<file path="config.mk">
export PLATFORM = sky130hd
export DESIGN_NAME = lfsr_encrypt_engine
export DESIGN_NICKNAME = d
export VERILOG_FILES = /design/src/rtl/lfsr_encrypt_engine.sv
export SDC_FILE = /design/constraint.sdc
export NUM_CORES = 1
export LEC_CHECK = 0
export ABC_AREA = 1
export BUFFER_PORTS_ARGS = -buffer_cell sky130_fd_sc_hd__buf_2
export CORE_MARGIN = 2
export CORE_UTILIZATION = 25
export CTS_BUF_LIST = sky130_fd_sc_hd__clkbuf_4 sky130_fd_sc_hd__clkbuf_8 sky130_fd_sc_hd__clkbuf_16
export DETAILED_ROUTE_END_ITERATION = 16
export GPL_TIMING_DRIVEN = 0
export HOLD_SLACK_MARGIN = 0.15
export SLEW_MARGIN = 10
export SYNTH_ARGS = -nofsm -noshare
export SYNTH_HDL_FRONTEND = slang
export SYNTH_SLANG_ARGS = --single-unit
</file>
<file path="constraint.sdc">
create_clock -name clk -period 2.7 [get_ports clk]
set_input_delay 0.405 -clock clk [delete_from_list [all_inputs] [get_ports clk]]
set_output_delay 0.405 -clock clk [all_outputs]
set_load 0.03 [all_outputs]
</file>
<file path="src/rtl/lfsr_encrypt_engine.sv">
`default_nettype none
// ============================================================================
// Module      : lfsr_encrypt_engine
// Description : LFSR stream-cipher stage. Reads the tap pattern selected by
//               ptrn_sel and the plaintext message from data memory. Writes a
//               CT_LEN-byte ciphertext to memory, then raises a sticky done.
//               The ciphertext is a space preamble followed by the message,
//               XORed with an 8-bit LFSR keystream.
// Ports       : clk        - system clock, rising edge
//               reset_n    - asynchronous active-low reset
//               start      - one-cycle run request, honoured in IDLE/DONE
//               ptrn_sel   - tap pattern index (0..7)
//               seed       - initial LFSR state (0 is replaced by 8'h01)
//               pre_len    - preamble length (values below 9 become 9)
//               mem_addr   - data memory address
//               mem_rd_en  - read strobe, data on mem_rdata one cycle later
//               mem_wr_en  - write strobe, commits on the same rising edge
//               mem_wdata  - write data, 0 whenever mem_wr_en is low
//               mem_rdata  - synchronous read data
//               busy       - run in progress
//               done       - sticky completion flag
// Revision    : 1.0 - initial release
// ============================================================================
module lfsr_encrypt_engine #(
    parameter logic [7:0] MSG_BASE = 8'd0,
    parameter logic [7:0] TAP_BASE = 8'd55,
    parameter logic [7:0] CT_BASE  = 8'd64,
    parameter int         CT_LEN   = 64,
    parameter logic [7:0] PAD_CHAR = 8'h20
) (
    input  logic       clk,
    input  logic       reset_n,
    input  logic       start,
    input  logic [2:0] ptrn_sel,
    input  logic [7:0] seed,
    input  logic [3:0] pre_len,
    output logic [7:0] mem_addr,
    output logic       mem_rd_en,
    output logic       mem_wr_en,
    output logic [7:0] mem_wdata,
    input  logic [7:0] mem_rdata,
    output logic       busy,
    output logic       done
);

    localparam int               IDX_W    = $clog2(CT_LEN);
    localparam logic [3:0]       MIN_PRE  = 4'd9;
    localparam logic [IDX_W-1:0] LAST_IDX = IDX_W'(CT_LEN - 1);

    typedef enum logic [2:0] {
        S_IDLE     = 3'd0,
        S_TAP_RD   = 3'd1,
        S_TAP_WAIT = 3'd2,
        S_PAD      = 3'd3,
        S_MSG_RD   = 3'd4,
        S_MSG_WAIT = 3'd5,
        S_MSG_WR   = 3'd6,
        S_DONE     = 3'd7
    } state_t;

    state_t           state_q, state_d;
    logic [7:0]       lfsr_q,  lfsr_d;
    logic [7:0]       taps_q,  taps_d;
    logic [7:0]       pt_q,    pt_d;
    logic [2:0]       sel_q,   sel_d;
    logic [3:0]       pre_q,   pre_d;
    logic [IDX_W-1:0] idx_q,   idx_d;

    logic             byte_written;
    logic [IDX_W-1:0] idx_inc;

    assign idx_inc = idx_q + IDX_W'(1);

    always_ff @(posedge clk or negedge reset_n) begin
        if (!reset_n) begin
            state_q <= S_IDLE;
            lfsr_q  <= 8'd0;
            taps_q  <= 8'd0;
            pt_q    <= 8'd0;
            sel_q   <= 3'd0;
            pre_q   <= 4'd0;
            idx_q   <= '0;
        end else begin
            state_q <= state_d;
            lfsr_q  <= lfsr_d;
            taps_q  <= taps_d;
            pt_q    <= pt_d;
            sel_q   <= sel_d;
            pre_q   <= pre_d;
            idx_q   <= idx_d;
        end
    end

    always_comb begin
        state_d      = state_q;
        lfsr_d       = lfsr_q;
        taps_d       = taps_q;
        pt_d         = pt_q;
        sel_d        = sel_q;
        pre_d        = pre_q;
        idx_d        = idx_q;
        byte_written = 1'b0;
        mem_addr     = 8'd0;
        mem_rd_en    = 1'b0;
        mem_wr_en    = 1'b0;
        mem_wdata    = 8'd0;
        busy         = 1'b0;
        done         = 1'b0;

        case (state_q)
            S_IDLE, S_DONE: begin
                done = (state_q == S_DONE);
                // Start in DONE re-arms exactly like start in IDLE.
                if (start) begin
                    sel_d   = ptrn_sel;
                    pre_d   = (pre_len < MIN_PRE) ? MIN_PRE : pre_len;
                    // An all-zero LFSR would lock up, so zero seeds become 1.
                    lfsr_d  = (seed == 8'd0) ? 8'h01 : seed;
                    idx_d   = '0;
                    state_d = S_TAP_RD;
                end
            end
            S_TAP_RD: begin
                busy      = 1'b1;
                mem_rd_en = 1'b1;
                mem_addr  = TAP_BASE + 8'(sel_q);
                state_d   = S_TAP_WAIT;
            end
            S_TAP_WAIT: begin
                busy    = 1'b1;
                taps_d  = mem_rdata;
                state_d = (8'(idx_q) < 8'(pre_q)) ? S_PAD : S_MSG_RD;
            end
            S_PAD: begin
                busy         = 1'b1;
                mem_wr_en    = 1'b1;
                mem_addr     = CT_BASE + 8'(idx_q);
                mem_wdata    = PAD_CHAR ^ lfsr_q;
                byte_written = 1'b1;
            end
            S_MSG_RD: begin
                busy      = 1'b1;
                mem_rd_en = 1'b1;
                // Ciphertext slot i carries plaintext byte i - pre_len.
                mem_addr  = MSG_BASE + 8'(idx_q) - 8'(pre_q);
                state_d   = S_MSG_WAIT;
            end
            S_MSG_WAIT: begin
                busy    = 1'b1;
                pt_d    = mem_rdata;
                state_d = S_MSG_WR;
            end
            S_MSG_WR: begin
                busy         = 1'b1;
                mem_wr_en    = 1'b1;
                mem_addr     = CT_BASE + 8'(idx_q);
                mem_wdata    = pt_q ^ lfsr_q;
                byte_written = 1'b1;
            end
            default: begin
                state_d = S_IDLE;
            end
        endcase

        // Shared bookkeeping for every ciphertext byte written: step the
        // keystream, advance the index and choose preamble vs message next.
        if (byte_written) begin
            lfsr_d = {lfsr_q[6:0], ^(lfsr_q & taps_q)};
            idx_d  = idx_inc;
            if (idx_q == LAST_IDX) begin
                state_d = S_DONE;
            end else if (8'(idx_inc) < 8'(pre_q)) begin
                state_d = S_PAD;
            end else begin
                state_d = S_MSG_RD;
            end
        end
    end

endmodule
`default_nettype wire

</file>
==> metrics.txt, run 1 <==
status=finished, final reports clean; GRT Total Usage=12.7%; Final period util=94.8%; Yosys top cell area share=38.3%; Nets=431; Synth Flop Type=dfrtp_1; slowest CP cell=dfrtp_2; f_max=391 MHz; RSZ-0062 raised after global routing=false; Crit. End Element=output port; syn_area_per_cell=7.70 um^2; first-pass GRT wire length=11400 um; die area=11300 um^2; synthesized instance count=339; footprint of the multi-input gates=1360 um^2; syn nets=377; Leak Pwr=0.00160 uW; Syn Std Cell Area=2610 um^2; setup violators final=0; num rows=37; Post-synth top cells=98 x nand2_1, 51 x inv_1, 40 x dfrtp_1, 25 x o21ai_0, 21 x nor2_1; register area share after synthesis=38.3%; residual DRC count=0; clk_lat worst skew=0.29 ns; antenna-violating nets left=0; starting DRC count in detailed routing=123; reg2reg path depth=10; clock period minus worst slack=2.56 ns; DP Wirelength=5190 um; CTS root buffer=clkbuf_8; area grow syn2layout=20.8%; antenna violations before repair=0; CTS tree=done; Remaining Overflow, GRT=0; max cap viols=0; min-delay worst type=input port to async pin; die height=106 um; top-count cell post-synth=nand2_1; # IOs=46; starting density of the core=25.5%; CTS Buffer Depth=2; Die X=106 um; startpoint class of the critical path=flop; PD cells=1340 nW/um^2; crit-path max cell delay=0.38 ns; Antenna Cells=0; vias in the first global route=2397; RR Endpoint=state_q[2]; largest net degree at the start of global routing=41; FF+latch area=1000 um^2; Max Transition Viols Final=0; clock-pin slew on the worst setup and hold paths=0.08 ns; first-pass detailed-route iteration total=4; WL per Instance=12.9 um; CP Class=flop to output port; CP Data Arrival Time=2.15 ns; skew final=0.00628 ns; Fill cells=1083; max_slew headroom=37.9%; GPL Wtd Cong=0.866; Core Box Area=10200 um^2; Final Power=4210 uW; Netlist cell types=36; YS warnings=0; worst vdd ir=0.398 mV; CP Max Fanout=4; # port buffers=45; CP cell instances=inv_2 -> ha_1 -> fa_2 -> or2_4 -> a21oi_2 -> nand3b_1 -> o2111ai_2 -> buf_6; asr flop ratio synth=100%; total CTS buffers=5; vias per cell=4.54; cell taking the most area after synthesis=dfrtp_1; setup slack, reg-to-reg=0.72 ns; Fin. Hold Viols=0; vias=2406; TNS Setup=0 ns; layout cell share with drive strength beyond 1=22.8%; H-tree depth=2; synth top area cells=dfrtp_1 38%, nand2_1 14%, inv_1 7.3%; RR Startpoint=idx_q[0]; worst-margin pin slew=0.931 ns; Synth Register Bits=40; # clock sinks=40; final WL=6860 um; number of synthesized flops with an enable pin=0; worst path required time=2.30 ns
registers in the layout, summed over array words and instances, names as in the netlist:
| signal | flops |
|---|---|
| pt_q | 8 |
| lfsr_q | 8 |
| pre_q | 4 |
| taps_q | 8 |
| sel_q | 3 |
| idx_q | 6 |
| state_q | 3 |
critical path, delay by kind of cell, from the launching register on:
| family | cells | cell delay [ns] |
|---|---|---|
| fa+ha+maj | 2 | 0.54 |
| simple gates | 2 | 0.44 |
| flops | 1 | 0.38 |
| compound gates | 2 | 0.28 |
| buf+inv | 2 | 0.23 |
stage by stage:
step | hold WS (ns) | util (%) | instance area [um^2] | worst slack [ns] | std cells
2_1_floorplan | 0.109 | - | 2610 | 0.216 | 339
3_3_place_gp | 0.467 | 29.4 | 3010 | 0.154 | 520
3_5_place_dp | 0.475 | 29.4 | 3010 | 0.131 | 520
4_1_cts | 0.282 | 30.7 | 3140 | 0.0358 | 530
5_1_grt | 0.317 | 30.8 | 3160 | 0.0429 | 530
6_report | 0.233 | 30.8 | 3160 | 0.140 | 530
power breakdown:
group / leakage (uW) / internal, uW / switching (uW)
sequential: 0.000482 / 889 / 248
combinational: 0.00107 / 914 / 1660
clock: 0.0000541 / 274 / 226
timing repair:
item                       CTS  global route
setup buffers                2             0
gates resized for setup      4             4
cloned                       0             0
pin swaps                    0             2
hold buffers                 0             0
setup endpoints to repair    3             2
cell families (layout without fill, tap and decap cells):
group	count (synthesis)	in the layout	share of synthesized area, %
DFF	40	40	38.3
and+or+nand+nor	149	149	25.0
buffers and inverters	64	119	10.3
AOI/OAI and AO/OA	63	63	16.6
adders and majority gates	12	12	6.04
xor gates and xnor gates	11	11	3.69
placed cells by master (no fill, tap or decap), types with 3 or more instances in the layout:
| cell type | synthesis | layout |
|---|---|---|
| nand2_1 | 98 | 98 |
| inv_1 | 51 | 50 |
| buf_2 | 2 | 46 |
| dfrtp_1 | 40 | 39 |
| o21ai_0 | 25 | 25 |
| nor2_1 | 21 | 21 |
| nand3_1 | 12 | 12 |
| ha_1 | 11 | 11 |
| o21ai_2 | 8 | 8 |
| o32ai_1 | 7 | 7 |
| xor2_1 | 6 | 6 |
| o211ai_1 | 6 | 6 |
| inv_2 | 4 | 5 |
| xnor2_1 | 5 | 5 |
| clkbuf_8 | 0 | 5 |
| buf_6 | 3 | 4 |
| o221ai_1 | 4 | 4 |
| nor3_1 | 4 | 4 |
| nand4_1 | 4 | 4 |
| o21ai_1 | 3 | 3 |
routing by layer:
layer  vias up  wire length [um]  part of all wire, %  global-route usage (%)
li1       1205                 -                    -                       -
met1      1136              3220                   47                    16.4
met2        57              3230                   47                    21.1
met3         8               295                  4.3                    2.15
met4         0               116                  1.7                    4.79
met5         -                 0                    0                       0
area by class of cell:
cell class	count	area share (%)
clock inverters	3	1.35
clock buffers	5	2.18
flip-flops and latches	40	31.8
plain buffers	7	1.63
repair buffers	47	7.81
multi-input cells	235	42.9
well taps	136	5.39
inverters	57	6.94
worst max-delay path by stage:
stage,from,endpoint,slack (ns),depth (start not counted)
floorplan,idx_q[0],mem_addr[4],0.22,7
global placement,idx_q[0],mem_addr[4],0.15,8
detailed placement,idx_q[0],mem_addr[4],0.13,8
CTS,idx_q[0],mem_addr[4],0.04,8
global route,idx_q[0],mem_addr[4],0.04,8
finish,idx_q[0],mem_addr[4],0.14,8
(Power assumes the default switching activity.)
==> run 2: changes to the inputs <==
BUFFER_PORTS_ARGS = -buffer_cell sky130_fd_sc_hd__clkbuf_2   (was -buffer_cell sky130_fd_sc_hd__buf_2)
==> run 2 against run 1 <==
Compared with the run above:
- routed wire length up 1.7%
- highest routed layer unchanged
- global-route usage down 0.055 points
- critical endpoint is now mem_addr[6]
- sequential power hardly changed
- cell count unchanged
- first-iteration DRC count increased by 8.1%
==> metrics.txt, run 2 (synthesis results as in run 1) <==
# port buffers=45; # clock sinks=40; footprint of the multi-input gates=1360 um^2; commonest non-fill, non-tap cell in the layout=nand2_1; final WL=6980 um; Layout Cells excl Fill=530; TNS Setup=0 ns; vias per cell=4.52; max_slew headroom=31.2%; clock-pin slew on the worst setup and hold paths=0.08 ns; residual DRC count=0; largest registers=lfsr_q (8), pt_q (8), taps_q (8); Max Transition Viols Final=0; FF+latch area=1000 um^2; WL per Instance=13.2 um; die height=106 um; area grow syn2layout=21.0%; sw frac=51.1%; f_max=391 MHz; DP Wirelength=5160 um; CTS tree=done; Fill cells=1095; H-tree depth=2; min-delay worst type=input port to async pin; startpoint class of the critical path=flop; largest net degree at the start of global routing=41; clock period minus worst slack=2.56 ns; antenna violations before repair=0; highest-count cells in the layout ignoring fill and taps=98 x nand2_1, 50 x inv_1, 44 x clkbuf_2; RSZ-0062 raised after global routing=false; Crit. End Element=output port; vias in the first global route=2331; setup violators final=0; GPL Wtd Cong=0.858; CTS root buffer=clkbuf_8; Die X=106 um; Final period util=94.8%; CP Data Arrival Time=2.16 ns; status=finished, final reports clean; max cap viols=0; CP Class=flop to output port; final setup margin=0.139 ns; antenna-violating nets left=0; worst vdd ir=0.293 mV; Power Internal=2080 uW; Core Box Area=10200 um^2; Place WS=0.135 ns; CP Max Fanout=4; worst-margin pin slew=1.03 ns; num rows=37; skew final=0.00976 ns; layout cell share with drive strength beyond 1=22.8%; Final Power=4250 uW; starting DRC count in detailed routing=133; GRT Total Usage=12.6%; CTS Buffer Depth=2; vias=2393; die area=11300 um^2; total CTS buffers=5; first-pass detailed-route iteration total=4; Switching Power=2170 uW; clock network power share=12.2%; hold buffers post-CTS=0; Fin. Hold Viols=0; final worst hold slack=0.265 ns; first-pass GRT wire length=11400 um; starting density of the core=25.5%; Leak Pwr=0.00160 uW; total placed cells including tap cells=520; PD cells=1340 nW/um^2; # IOs=46; Remaining Overflow, GRT=0; worst path required time=2.30 ns; clk_lat worst skew=0.31 ns; Antenna Cells=0; Flop pwr share=26.9%; Nets=431; combinational fraction of design power=60.9%
## run 2: cell count changes in the layout (fill, tap and decap cells not counted)
cell      previous run  this run
buf_2               46         2
clkbuf_2             0        44
inv_6                0         1
clkinv_2             1         0
## run 2: metrics by stage
step | instance area, um^2 | utilization [%]
after CTS | 3150 | 30.8
after global placement | 3010 | 29.4
after detailed placement | 3010 | 29.4
after floorplan | 2610 | -
final | 3160 | 30.9
after global routing | 3160 | 30.9
## run 2: final timing paths
path | start | end | slack (ns) | cells past startpoint
setup / recovery | idx_q[0] | mem_addr[6] | 0.14 | 8
hold / removal | reset_n | idx_q[5] | 0.26 | 1
setup reg to reg | idx_q[0] | state_q[2] | 0.69 | 10
hold reg to reg | pre_q[2] | pre_q[2] | 0.49 | 2
max in group asynchronous | reset_n | idx_q[0] | 1.73 | 1
min in group clk | ptrn_sel[2] | sel_q[2] | 0.30 | 3
## run 2: power by group through the flow
stage                     clock network [uW]  registers, uW  logic [uW]
final                                    520           1140        2590
after CTS                                524           1140        2580
after floorplan                            0           1090        1920
after global routing                     553           1180        2890
after global placement                     0           1140        2470
after detailed placement                   0           1160        2510
## run 2: layout make-up
class | count | area share (%)
multi-input cells | 235 | 42.9
flip-flops and latches | 40 | 31.7
repair buffers | 47 | 7.80
inverters | 57 | 6.93
well taps | 136 | 5.39
clock buffers | 5 | 2.18
plain buffers | 7 | 1.62
clock inverters | 3 | 1.47
## run 2: per-layer routing
metal / routed length (um) / global-route usage [%] / share of wire [%]
met5: 0 / 0 / 0
met4: 112 / 4.70 / 1.6
met3: 338 / 2.15 / 4.8
met2: 3280 / 21.0 / 47
met1: 3240 / 16.4 / 46
## run 2: critical path, cell delays in order (launching register included)
cell	delay (ns)
dfrtp_2	0.38
inv_2	0.05
ha_1	0.19
fa_2	0.35
or2_4	0.26
a21oi_2	0.14
nand3b_1	0.18
o21ai_0	0.10
clkbuf_2	0.20
## run 2: what timing repair did
item                                    in CTS  in global routing
gates cloned                                 0                  0
gates resized for setup                      4                  5
endpoints found under the setup margin       3                  2
pin swaps                                    0                  2
buffers inserted                             2                  0
